<file path="src/rtl/instruction_fetch.sv">
// Fetch stage: PC, word-addressed instruction memory and the execute-phase counter `loop` for the decoder.
// Latency: instruction valid 1 cycle after FETCH; each unstalled instruction occupies 1+PHASES cycles.
// Backpressure: `stall` freezes FETCH/EXEC progress; memory writes are accepted regardless of state.
// Ports: clk/reset (sync, active-high); stall; branch_taken/branch_target (sampled on the advancing cycle);
//        imem_we/imem_waddr/imem_wdata (write port); instruction/pc/loop/valid/halted/retired (decoder view).
module instruction_fetch #(
    parameter int          IMEM_DEPTH = 64,
    parameter int          PHASES     = 5,
    parameter logic [31:0] RESET_PC   = 32'h0
) (
    input  logic                          clk,
    input  logic                          reset,
    input  logic                          stall,
    input  logic                          branch_taken,
    input  logic [31:0]                   branch_target,
    input  logic                          imem_we,
    input  logic [$clog2(IMEM_DEPTH)-1:0] imem_waddr,
    input  logic [31:0]                   imem_wdata,
    output logic [31:0]                   instruction,
    output logic [31:0]                   pc,
    output logic [2:0]                    loop,
    output logic                          valid,
    output logic                          halted,
    output logic [31:0]                   retired
);

    localparam int          AW         = $clog2(IMEM_DEPTH);
    // One extra bit so the byte-address limit never overflows for large depths.
    localparam logic [32:0] PC_LIMIT   = 33'(IMEM_DEPTH) << 2;
    localparam logic [2:0]  LAST_PHASE = 3'(PHASES - 1);
    localparam logic [31:0] NOP        = 32'h0000_0013;

    typedef enum logic [1:0] {S_FETCH, S_EXEC, S_HALT} state_t;

    state_t      state;
    state_t      state_nxt;
    logic [31:0] imem [IMEM_DEPTH];
    logic [31:0] fetch_word;
    logic        pc_out_of_range;
    logic        fetch_halt;
    logic        last_phase;
    logic [31:0] pc_q;
    logic [31:0] instr_q;
    logic [31:0] retired_q;
    logic [2:0]  loop_q;

    // Write port: a write landing on the same edge as a FETCH of that word
    // is not visible to the fetch, which reads the array before the update.
    always_ff @(posedge clk) begin
        if (imem_we) begin
            imem[imem_waddr] <= imem_wdata;
        end
    end

    assign pc_out_of_range = ({1'b0, pc_q} >= PC_LIMIT);
    assign fetch_word      = imem[pc_q[AW+1:2]];
    // A zero word is the end-of-program sentinel.
    assign fetch_halt      = pc_out_of_range || (fetch_word == 32'h0);
    assign last_phase      = (loop_q == LAST_PHASE);

    // State register
    always_ff @(posedge clk) begin
        if (reset) begin
            state <= S_FETCH;
        end else begin
            state <= state_nxt;
        end
    end

    // Next-state logic
    always_comb begin
        state_nxt = state;
        unique case (state)
            S_FETCH: if (!stall) state_nxt = fetch_halt ? S_HALT : S_EXEC;
            S_EXEC:  if (!stall && last_phase) state_nxt = S_FETCH;
            S_HALT:  state_nxt = S_HALT;
            default: state_nxt = S_HALT;
        endcase
    end

    // Datapath registers: PC, latched instruction, phase counter, retire count.
    always_ff @(posedge clk) begin
        if (reset) begin
            pc_q      <= RESET_PC;
            loop_q    <= 3'd0;
            instr_q   <= NOP;
            retired_q <= 32'd0;
        end else begin
            unique case (state)
                S_FETCH: begin
                    if (!stall) begin
                        // On halt the PC stays at the offending address.
                        instr_q <= fetch_halt ? NOP : fetch_word;
                        loop_q  <= 3'd0;
                    end
                end
                S_EXEC: begin
                    if (!stall) begin
                        if (last_phase) begin
                            // Branch inputs only matter on this advancing cycle.
                            pc_q      <= branch_taken ? (branch_target & ~32'h3) : pc_q + 32'd4;
                            retired_q <= retired_q + 32'd1;
                        end else begin
                            loop_q <= loop_q + 3'd1;
                        end
                    end
                end
                default: ;
            endcase
        end
    end

    // Outputs
    always_comb begin
        instruction = instr_q;
        pc          = pc_q;
        loop        = loop_q;
        retired     = retired_q;
        valid       = (state == S_EXEC);
        halted      = (state == S_HALT);
    end

endmodule

</file>
<file path="config.mk">
export PLATFORM = sky130hd
export DESIGN_NAME = instruction_fetch
export DESIGN_NICKNAME = d
export VERILOG_FILES = /design/src/rtl/instruction_fetch.sv
export SDC_FILE = /design/constraint.sdc
export NUM_CORES = 2
export LEC_CHECK = 0
export ABC_AREA = 1
export CAP_MARGIN = 25
export CORE_ASPECT_RATIO = 0.8
export CORE_UTILIZATION = 55
export DETAILED_ROUTE_END_ITERATION = 10
export PLACE_DENSITY = 0.83
export SLEW_MARGIN = 25
export SYNTH_ARGS = -nofsm -noshare
export SYNTH_HDL_FRONTEND = slang
export SYNTH_SLANG_ARGS = --single-unit
export TNS_END_PERCENT = 5
</file>
<file path="constraint.sdc">
create_clock -name clk -period 5.5 [get_ports clk]
set_input_delay 1.65 -clock clk [delete_from_list [all_inputs] [get_ports clk]]
set_output_delay 1.65 -clock clk [all_outputs]
set_load 0.02 [all_outputs]
</file>
==> flow_summary_export.csv <==
group,metric,value,unit
yosys,synth_mux_area_share,0,%
yosys,synth_area_leaders,"edfxtp_1, nand3_1, nand2_1",
die,die_h,357.7,µm
pwr,clockPowerShare,41.5,%
worst_setup_path,crit_path_frequent_cell,"nand3_1",
yosys,synthTopCellsByCount,"nand2_1, edfxtp_1, nand3_1",
cts,clk_pin_slew,60,ps
worst_setup_path,slowest_stage,"nand2_2",
drt,vias,61610,
timing,worst_slew_pin_slew,1177,ps
cts,clk_path_buf_depth,3,
grt,groute.usage.overall,30.17,%
cts,tritoncts,"done",
drt,wl,244900,µm
die,die_area,159700,µm²
run_status,status,"complete, no violations",
pwr,p_leak,33.70,nW
worst_setup_path,cp_max_fo,193,
cts,cts_sinks,2153,
yosys,ys_types,34,
finish,final_util,62.14,%
drt,drt_pass1_iterations,6,
timing,clock_skew,28.93,ps
worst_setup_path,critPathKind,"reg2reg",
pwr,p_comb_share,2.1,%
timing,hold_viol_final,0,
grt,grt_overflow,0,
pwr,intPower,25.53,mW
yosys,postSynthAreaPerCell,11.66,µm²
timing,timing.final.ws_setup,343.1,ps
timing,timing.slew.headroom,21.56,%
worst_setup_path,path_cells,"buf_12 -> nand2_1 -> nand3_1 -> nand3_1 -> nand3_1 -> nand3_1 -> nand3_1 -> nand2_1 -> nand2_1 -> nor2_1 -> nand2_1 -> nor2_1 -> nand2_2 -> nand3_1 -> nand2_1",
timing,finalSetupViolCount,0,
pwr,powerDensity,328.8,nW/µm²
grt,antenna_found_initial,11,
timing,slew_violations,0,
grt,grt_pass1_vias,59280,
yosys,ys_seq_area_share,73.14,%
worst_setup_path,arrival,5920,ps
die,io_pins,176,
grt,grt_use_met1,39.14,%
grt,grtUsageMet3,8.252,%
place,place_congestion,0.9554,
grt,grt_pass1_wl,357800,µm
worst_setup_path,crit_required,6270,ps
place,dpl_cell_area,91380,µm²
yosys,synth_top_family_by_area,"simple AND/OR/NAND/NOR gates",
drt,via_per_inst,6.273,
pwr,switchingPower,6.531,mW
finish,areaGrowthSynthToFinish,12.16,%
timing,rsz0062_at_grt,"no",
place,hpwl,129800,µm
worst_setup_path,r2r_slack,340,ps
die,num_rows,130,
drt,postRouteAntennaNets,0,
worst_setup_path,critical-path-top-delay-family,"simple AND/OR/NAND/NOR gates",
timing,finalCriticalPeriod,5157,ps
cts,numCtsBuffers,195,
yosys,synth-seq-cells,2153,
yosys,syn_area,86960,µm²
pwr,p_sw_share,20.37,%
job,cap_viol_max_count,0,
yosys,synth_compound_area_share,0.7597,%
worst_setup_path,crit_path_end_kind,"flop",
yosys,yosysTopAreaCell,"edfxtp_1",
timing,post-route-period-util,93.76,%
timing,fmax,193.9,MHz
yosys,synth-xor-area-share,0.2115,%
finish,design_area,97540,µm²
cts,cts_resized,0,
cts,clk_latency,840,ps
die,core_area,157000,µm²
cts,ctsHoldBuffers,0,
grt,grt_busiest_layer,"met2",
die,die_x,446.6,µm
grt,grt_start_max_net_pins,222,
cts,post_cts_buffers,0,
cts,cts-htree-levels,4,
worst_setup_path,cp.buffers_inverters,1,
die,initial_core_util,55.40,%
yosys,synth_async_sr_flop_share,0,%
cts,root_buffer,"clkbuf_16",
grt,use_met2,46.72,%
worst_setup_path,critPathLaunchType,"flop",
yosys,synth_fa_ha_area_share,0.07194,%
finish,drive_above_1_share,7.467,%
yosys,synth_cells,7460,
place,port_buffers,171,
finish,fin_nets,7618,
place,pre_cts_ws,1137,ps
yosys,yosys.area.top_type_share,70.72,%
worst_setup_path,crit_path_max_incr_delay,650,ps
pwr,vdd_drop_max,0.3595,mV
yosys,ys.flop_type,"edfxtp_1",
yosys,synth_enable_flop_cells,2048,
yosys,yosysMostFrequentCell,"nand2_1",
yosys,yosys_warnings,0,
yosys,synth-simple-area-share,22.95,%
min_path,hp-class,"reg2reg",
drt,drc,0,
drt,wl_per_cell,24.94,µm
drt,drt_iter0_drc,10560,
pwr,seq_power_share,56.4,%
==> per-layer routing <==
metal,wire length [µm],vias up
met3,38110,846
met4,13040,8
met2,111500,5019
met5,51,-
met1,82220,29140
li1,-,26600
==> cells in the final DEF (no fill, tap or decap), drive strengths merged, types with 84 or more instances in the layout <==
master	n
nand2	2325
edfxtp	2048
nand3	2041
clkbuf	255
buf	224
nor2	174
clkdlybuf4s50	139
dfxtp	105
inv	84
clkinv	84
==> power by group through the flow <==
stage	clock network (mW)	registers [mW]	logic [mW]
after floorplan	0	18.5	0.161
after global placement	0	18.4	0.612
after detailed placement	0	18.4	0.643
after CTS	13.3	18.1	0.647
after global routing	13.9	18.1	0.692
final	13.3	18.1	0.670
==> tightest hold or removal path, stage by stage, from the launching register on <==
cell and delay, ps:
dfxtp_1 310, nand2_1 60, nand2_1 50
==> logic make-up (layout without fill, tap and decap cells) <==
family / Yosys count / in the layout
other: 1 / 10
DFF: 2153 / 2153
and+or+nand+nor: 4598 / 4598
adders and majority gates: 5 / 5
AOI/OAI and AO/OA: 119 / 119
buffers and inverters: 563 / 803
xor gates and xnor gates: 21 / 21
==> metrics by stage <==
| stage | setup TNS, ps | hold slack, ps | instances | power (mW) |
|---|---|---|---|---|
| 2_1_floorplan | -71680 | 531.1 | 7461 | 18.62 |
| 3_3_place_gp | 0 | 440.6 | 9452 | 19.05 |
| 3_5_place_dp | 0 | 444.2 | 9453 | 19.08 |
| 4_1_cts | 0 | 455.9 | 9813 | 32.05 |
| 5_1_grt | 0 | 475.4 | 9818 | 32.71 |
| 6_report | 0 | 453.2 | 9821 | 32.07 |
==> final timing paths <==
path,start,to,cells after the start
setup / recovery,flop,instruction[2],15
hold / removal,instruction[15],instruction[15],2
setup reg to reg,flop,instruction[2],15
hold reg to reg,instruction[15],instruction[15],2
==> flip-flops by register name, summed over array words and instances, names as in the netlist, named ones only <==
name / cells
loop: 3
state: 2
instruction: 32
imem: 2048
pc: 30
retired: 32
==> cell type report <==
class / instances / area, µm²
diodes: 8 / 20.02
clock buffers: 255 / 5221
clock inverters: 105 / 915.9
fillers: 10880 / 59420
inverters: 80 / 327.8
multi-input cells: 4745 / 21350
flip-flops and latches: 2153 / 63620
well taps: 2112 / 2643
repair buffers: 363 / 3441
(Power assumes the default switching activity.)
